`config.mk`:
```
export PLATFORM = sky130hd
export DESIGN_NAME = uart_rx
export DESIGN_NICKNAME = d
export VERILOG_FILES = /design/src/rtl/uart_pkg.sv /design/src/rtl/uart_os_tick_gen.sv /design/src/rtl/uart_rx.sv
export SDC_FILE = /design/constraint.sdc
export NUM_CORES = 1
export LEC_CHECK = 0
export CAP_MARGIN = 0
export CORE_ASPECT_RATIO = 1.25
export CORE_MARGIN = 4
export CORE_UTILIZATION = 30
export CTS_BUF_LIST = sky130_fd_sc_hd__clkbuf_2
export DETAILED_ROUTE_END_ITERATION = 16
export MAX_ROUTING_LAYER = met4
export PLACE_DENSITY_LB_ADDON = 0.25
export SETUP_SLACK_MARGIN = 0.4
export SLEW_MARGIN = 20
export SYNTH_ARGS = -nofsm -noshare
export SYNTH_HDL_FRONTEND = slang
export SYNTH_SLANG_ARGS = --single-unit
```
`constraint.sdc`:
```
create_clock -name clk -period 4.57 [get_ports clk]
set_clock_uncertainty 0.2 [all_clocks]
set_input_delay 0.914 -clock clk [delete_from_list [all_inputs] [get_ports clk]]
set_output_delay 0.914 -clock clk [all_outputs]
set_load 0.03 [all_outputs]
```
`src/rtl/uart_pkg.sv`:
```
// Shared types and constants for the UART receive path.
package uart_pkg;

  localparam int unsigned OVERSAMPLE        = 16;
  localparam int unsigned DATA_BITS         = 8;
  localparam int unsigned START_SAMPLE_TICK = 8;
  localparam int unsigned TICK_W            = 4;
  localparam int unsigned BIT_IDX_W         = 3;

  typedef enum logic [2:0] {
    IDLE,
    START,
    DATA,
    STOP,
    WAIT_HIGH
  } rx_state_t;

endpackage

```
`src/rtl/uart_os_tick_gen.sv`:
```
// Oversample divider: one-cycle tick every DIV clocks, restartable by clear.
module uart_os_tick_gen #(
  parameter int unsigned DIV = 325
) (
  input  logic clk,
  input  logic rst,
  input  logic clear,
  output logic tick
);

  localparam int unsigned CW = (DIV > 1) ? $clog2(DIV) : 1;
  localparam logic [CW-1:0] LAST = CW'(DIV - 1);

  logic [CW-1:0] cnt_q, cnt_d;
  logic          tick_q, tick_d;

  // Next count; tick is registered so it is high in the cycle the count sits at LAST.
  always_comb begin
    cnt_d = cnt_q + CW'(1);
    if (clear || (cnt_q == LAST)) begin
      cnt_d = '0;
    end
    tick_d = (cnt_d == LAST);
  end

  // Counter and tick registers.
  always_ff @(posedge clk) begin
    if (rst) begin
      cnt_q  <= '0;
      tick_q <= 1'b0;
    end else begin
      cnt_q  <= cnt_d;
      tick_q <= tick_d;
    end
  end

  assign tick = tick_q;

endmodule

```
`src/rtl/uart_rx.sv`:
```
// 8N1 UART receiver, LSB first, 16x oversampling aligned to the start edge.
module uart_rx
  import uart_pkg::*;
#(
  parameter int unsigned CLK_FREQ  = 50_000_000,
  parameter int unsigned BAUD_RATE = 9600
) (
  input  logic       clk,
  input  logic       rst,
  input  logic       rx,
  output logic [7:0] rx_data,
  output logic       rx_valid,
  output logic       rx_frame_err,
  output logic       rx_busy
);

  localparam int unsigned OS_DIV = CLK_FREQ / (BAUD_RATE * OVERSAMPLE);

  if (OS_DIV < 2) begin : g_os_div_check
    $error("uart_rx: CLK_FREQ/(BAUD_RATE*16) must be at least 2");
  end

  logic                 rx_meta_q, rx_s_q, rx_prev_q;
  rx_state_t            state_q, state_d;
  logic [TICK_W-1:0]    tick_cnt_q, tick_cnt_d;
  logic [BIT_IDX_W-1:0] bit_idx_q, bit_idx_d;
  logic [7:0]           shift_q, shift_d;
  logic [7:0]           data_q, data_d;
  logic                 valid_q, valid_d;
  logic                 err_q, err_d;
  logic                 busy_q, busy_d;
  logic                 os_tick;
  logic                 start_edge_c;
  logic                 os_clear_c;

  assign start_edge_c = !rx_s_q && rx_prev_q;
  assign os_clear_c   = (state_q == IDLE) || (state_q == WAIT_HIGH);

  uart_os_tick_gen #(
    .DIV (OS_DIV)
  ) u_os_tick (
    .clk   (clk),
    .rst   (rst),
    .clear (os_clear_c),
    .tick  (os_tick)
  );

  // Two-flop synchronizer plus one history flop for falling-edge detection.
  always_ff @(posedge clk) begin
    if (rst) begin
      rx_meta_q <= 1'b1;
      rx_s_q    <= 1'b1;
      rx_prev_q <= 1'b1;
    end else begin
      rx_meta_q <= rx;
      rx_s_q    <= rx_meta_q;
      rx_prev_q <= rx_s_q;
    end
  end

  // Frame FSM next state, bit counters, shift register and output pulses.
  always_comb begin
    state_d    = state_q;
    tick_cnt_d = tick_cnt_q;
    bit_idx_d  = bit_idx_q;
    shift_d    = shift_q;
    data_d     = data_q;
    valid_d    = 1'b0;
    err_d      = 1'b0;

    case (state_q)
      IDLE: begin
        tick_cnt_d = '0;
        bit_idx_d  = '0;
        if (start_edge_c) begin
          state_d = START;
        end
      end
      START: begin
        if (os_tick) begin
          if (tick_cnt_q == TICK_W'(START_SAMPLE_TICK - 1)) begin
            tick_cnt_d = '0;
            bit_idx_d  = '0;
            state_d    = rx_s_q ? IDLE : DATA;
          end else begin
            tick_cnt_d = tick_cnt_q + TICK_W'(1);
          end
        end
      end
      DATA: begin
        if (os_tick) begin
          tick_cnt_d = tick_cnt_q + TICK_W'(1);
          if (tick_cnt_q == TICK_W'(OVERSAMPLE - 1)) begin
            shift_d[bit_idx_q] = rx_s_q;
            if (bit_idx_q == BIT_IDX_W'(DATA_BITS - 1)) begin
              bit_idx_d = '0;
              state_d   = STOP;
            end else begin
              bit_idx_d = bit_idx_q + BIT_IDX_W'(1);
            end
          end
        end
      end
      STOP: begin
        if (os_tick) begin
          tick_cnt_d = tick_cnt_q + TICK_W'(1);
          if (tick_cnt_q == TICK_W'(OVERSAMPLE - 1)) begin
            if (rx_s_q) begin
              data_d  = shift_q;
              valid_d = 1'b1;
              state_d = IDLE;
            end else begin
              err_d   = 1'b1;
              state_d = WAIT_HIGH;
            end
          end
        end
      end
      WAIT_HIGH: begin
        if (rx_s_q) begin
          state_d = IDLE;
        end
      end
      default: begin
        state_d = IDLE;
      end
    endcase

    busy_d = (state_d != IDLE);
  end

  // State and output registers.
  always_ff @(posedge clk) begin
    if (rst) begin
      state_q    <= IDLE;
      tick_cnt_q <= '0;
      bit_idx_q  <= '0;
      shift_q    <= '0;
      data_q     <= '0;
      valid_q    <= 1'b0;
      err_q      <= 1'b0;
      busy_q     <= 1'b0;
    end else begin
      state_q    <= state_d;
      tick_cnt_q <= tick_cnt_d;
      bit_idx_q  <= bit_idx_d;
      shift_q    <= shift_d;
      data_q     <= data_d;
      valid_q    <= valid_d;
      err_q      <= err_d;
      busy_q     <= busy_d;
    end
  end

  assign rx_data      = data_q;
  assign rx_valid     = valid_q;
  assign rx_frame_err = err_q;
  assign rx_busy      = busy_q;

endmodule

```
==> results.txt <==
* Detail Route Antenna Nets: 0
- Die width: 81.04 um
- The worst hold path belongs to the class reg2reg.
- The share of total power dissipated in sequential elements is 0.612.
- Max-cap violations in this run came to 0.
- Hold Fails Final Rpt: 0
- After synthesis the netlist holds a flip-flop and latch count of 42.
- In the final layout, the share of cells above drive strength 1 is 0.08297.
- Port buffering added 13 buffers.
- Fillcell total: 720
- Power per unit of standard cell area: 271.7 nW/um^2
- Leak Pwr: 0.0007820 uW
- Counting flops with an async set or reset pin after synthesis yields a share of 0.
- Final weighted congestion of routability-driven global placement: 0.7429
- After clock tree synthesis, the clock-pin slew on the worst setup and hold paths is 210 ps.
- Critical Path AT: 1460 ps
- TritonCTS built the clock tree.
* Maximum net fanout on the critical path: 2
- Pin placement for this block handled 14 I/O pins.
- Sum of negative setup slack: 0 ps
- The number of clock buffers added by TritonCTS is 5.
* Most common cell after layout, fill and taps aside: sky130_fd_sc_hd__dfxtp_1
- For this run, design rule violations remaining after detail routing come to 0.
* Die Area: 8047 sq um
* Worst slew pin tran: 582.9 ps
* Clock network power share: 0.357
* Worst-case hold slack: 236.8 ps
- The floorplan step defined a core boundary enclosing 6524 sq um.
- Die height: 99.30 um
- The area growth from synthesis to layout is 12.19%.
- Number of buffers added for setup after CTS: 0
- Together, buffers and inverters on the worst path number 1.
- Run status: completed
- The number of different library cells used by synthesis comes to 45.
- Row generation in the floorplan step produced 33 rows.
- Critical path depth in cells: 1
- Measured against its own limit, the worst slew margin works out to 0.6109.
- Prevailing post-synth register cell: sky130_fd_sc_hd__dfxtp_1
* Synth top area cells: sky130_fd_sc_hd__dfxtp_1 42%, sky130_fd_sc_hd__mux2i_1 9.0%, sky130_fd_sc_hd__nor2_1 5.3%
- Detailed-routing iteration count for the pre-antenna-repair pass: 4
- The share of synthesized area in the top cell type comes to 0.4203.
* Worst hold path depth: 1
* Remaining global-route overflow: 0
- Measured in cells, the most critical reg-to-reg path has a length of 6.
- Antenna Diode Count: 0
- Number of DRC violations after detailed-routing iteration 0: 72
- Placed cell count: 308
* Startpoint class of the critical path: flop
- Yosys printed 0 warnings.
* F_max: 388.5 MHz
- Final Setup Violations: 0
- Setup repair after global routing left no endpoint under its margin.
* Largest net degree at the start of global routing: 32
- In the final routed layout, each cell accounts on average for 12.04 um.
- The worst setup path is captured at a primary output.
- Sequence of cells on the critical path: clkdlybuf4s50_1
- CTS saw 42 sinks.
- The library cells used most frequently in the layout, excluding fill and tap cells, are 42 x sky130_fd_sc_hd__dfxtp_1, 28 x sky130_fd_sc_hd__nor2_1, 18 x sky130_fd_sc_hd__mux2i_1.
- Starting density of the core: 0.3067
* Hold_buf cts: 0
- The worst setup path is of the reg2out kind.
- On the worst path, the slowest cell contributes a delay of 670 ps.
* Number of vias per cell after detailed routing: 4.880
- Dividing the final minimum period by the clock period gives 0.5632.
* Internal power summed over all cells: 475.0 uW
* Mean instance size in the synthesized netlist: 9.094 sq um
* # nets final: 236
- The clock passes through at most 2 buffers.
- The number of global-route vias before repair is 1522.
- VDD sags by at most 0.1063 mV.
- Of the total power, the share spent switching nets is 0.2211.
* Syn_nets: 228
- Final instance count without filler cells: 316
* Slowest-stage cell, CP: sky130_fd_sc_hd__clkdlybuf4s50_1
- # resized after CTS: 0
* Cell taking the most area after synthesis: sky130_fd_sc_hd__dfxtp_1
- For the worst setup path, the data required time is 3460 ps.
- Detailed placement ended at an HPWL of 2.642 mm.
- The mapped netlist covers 2001 sq um.
- Antenna violations before repair: 0
- Yosys mapped a number of flops with a built-in enable equal to 0.
- Final wirelength: 3.806 mm
- The later pin in the worst-skew pair is clocked with a latency of 400 ps.
* Post-synthesis cell count: 220
- Via count: 1542
- The tree is rooted in a sky130_fd_sc_hd__clkbuf_2.
- Max-slew violation count: 0
* Register area share after synthesis: 0.4203
- GR Util All Layers: 0.1107
- Htree depth: 2
- Among cell families on the critical path, the largest total delay comes from buffers and inverters.
- The first global-routing pass estimated 6.858 mm of wire.
* Combinational share of power: 0.031
- Shortest clock period the worst path allows after layout: 2574 ps
* Power spent charging and discharging nets: 134.8 uW
==> path summary, 6_finish.rpt <==
| kind | start | end | slack (ps) |
|---|---|---|---|
| min reg2reg | rx_meta_q | rx_s_q | 240 |
| max reg2reg | u_os_tick.cnt_q[0] | u_os_tick.tick | 2490 |
| min | rx_meta_q | rx_s_q | 240 |
| max | rx_data[5] | rx_data[5] | 2000 |
==> per-layer routing <==
metal  vias up  part of all wire  routed length (um)  global-route usage
met5         -                 0                   0                   -
met4         0             0.017                  66             0.04551
met3         5             0.024                  93             0.02717
met2        16              0.48                1835              0.1733
met1       715              0.48                1811              0.1353
li1        806                 -                   -                   -
==> cell usage after synthesis, types with 2 or more instances <==
library cell and n:
sky130_fd_sc_hd__o21ai_0 8, sky130_fd_sc_hd__nor3b_1 2, sky130_fd_sc_hd__nor4_1 6, sky130_fd_sc_hd__nor3_1 3, sky130_fd_sc_hd__nand3b_1 2, sky130_fd_sc_hd__or4_1 2, sky130_fd_sc_hd__or3_1 3, sky130_fd_sc_hd__or2_2 2
sky130_fd_sc_hd__nand2_1 11, sky130_fd_sc_hd__nor2b_1 3, sky130_fd_sc_hd__nand3_1 9, sky130_fd_sc_hd__ha_1 5, sky130_fd_sc_hd__a31oi_1 3, sky130_fd_sc_hd__nor2_1 28, sky130_fd_sc_hd__a21oi_1 11, sky130_fd_sc_hd__nand2b_1 9
sky130_fd_sc_hd__and4_1 2, sky130_fd_sc_hd__nor4b_1 2, sky130_fd_sc_hd__clkbuf_1 5, sky130_fd_sc_hd__dfxtp_1 42, sky130_fd_sc_hd__nand4_1 7, sky130_fd_sc_hd__mux2i_1 18, sky130_fd_sc_hd__xor2_1 5, sky130_fd_sc_hd__buf_2 6
sky130_fd_sc_hd__inv_1 6
==> cell type report <==
type / count / area (sq um) / area share
Sequential cell: 42 / 840.8 / 0.3746
Inverter: 6 / 22.52 / 0.01003
Clock inverter: 1 / 30.03 / 0.01338
Multi-Input combinational cell: 159 / 1070 / 0.4766
Timing Repair Buffer: 14 / 137.6 / 0.06132
Clock buffer: 7 / 35.03 / 0.01561
Tap cell: 87 / 108.9 / 0.04849
==> per-stage QoR <==
stage	instance area [sq um]	power, uW	setup slack (ps)	utilization
after floorplan	2001	393.0	2649	-
after global placement	2180	399.6	1904	0.3341
after detailed placement	2180	399.6	1872	0.3341
after CTS	2245	620.6	1959	0.3441
after global routing	2245	634.7	1917	0.3441
final	2245	609.8	1996	0.3441
==> registers in the layout (all words and copies together) (netlist names) <==
| register | flops |
|---|---|
| u_os_tick.cnt_q | 9 |
| rx_data | 8 |
| shift_q | 8 |
| tick_cnt_q | 4 |
| bit_idx_q | 3 |
| state_q | 3 |
| rx_busy | 1 |
| rx_frame_err | 1 |
| rx_meta_q | 1 |
| rx_prev_q | 1 |
| rx_s_q | 1 |
| rx_valid | 1 |
| u_os_tick.tick | 1 |
==> cell families (layout without fill, tap and decap cells) <==
group,Yosys count,after routing,share of synthesized area
buf+inv,19,28,0.04503
flops,42,42,0.4203
fa+ha+maj,5,5,0.03127
xor+xnor,5,5,0.02189
simple gates,101,101,0.2989
compound gates,30,30,0.09256
mux,18,18,0.09005
==> power groups by stage <==
stage	Combinational, uW	Clock [uW]	Sequential, uW
after floorplan	14.1	0	379
after global placement	19.0	0	381
after detailed placement	19.2	0	380
after CTS	19.2	228	373
after global routing	21.4	239	374
final	18.8	218	373
No activity file was read; power rests on OpenSTA's default activity.
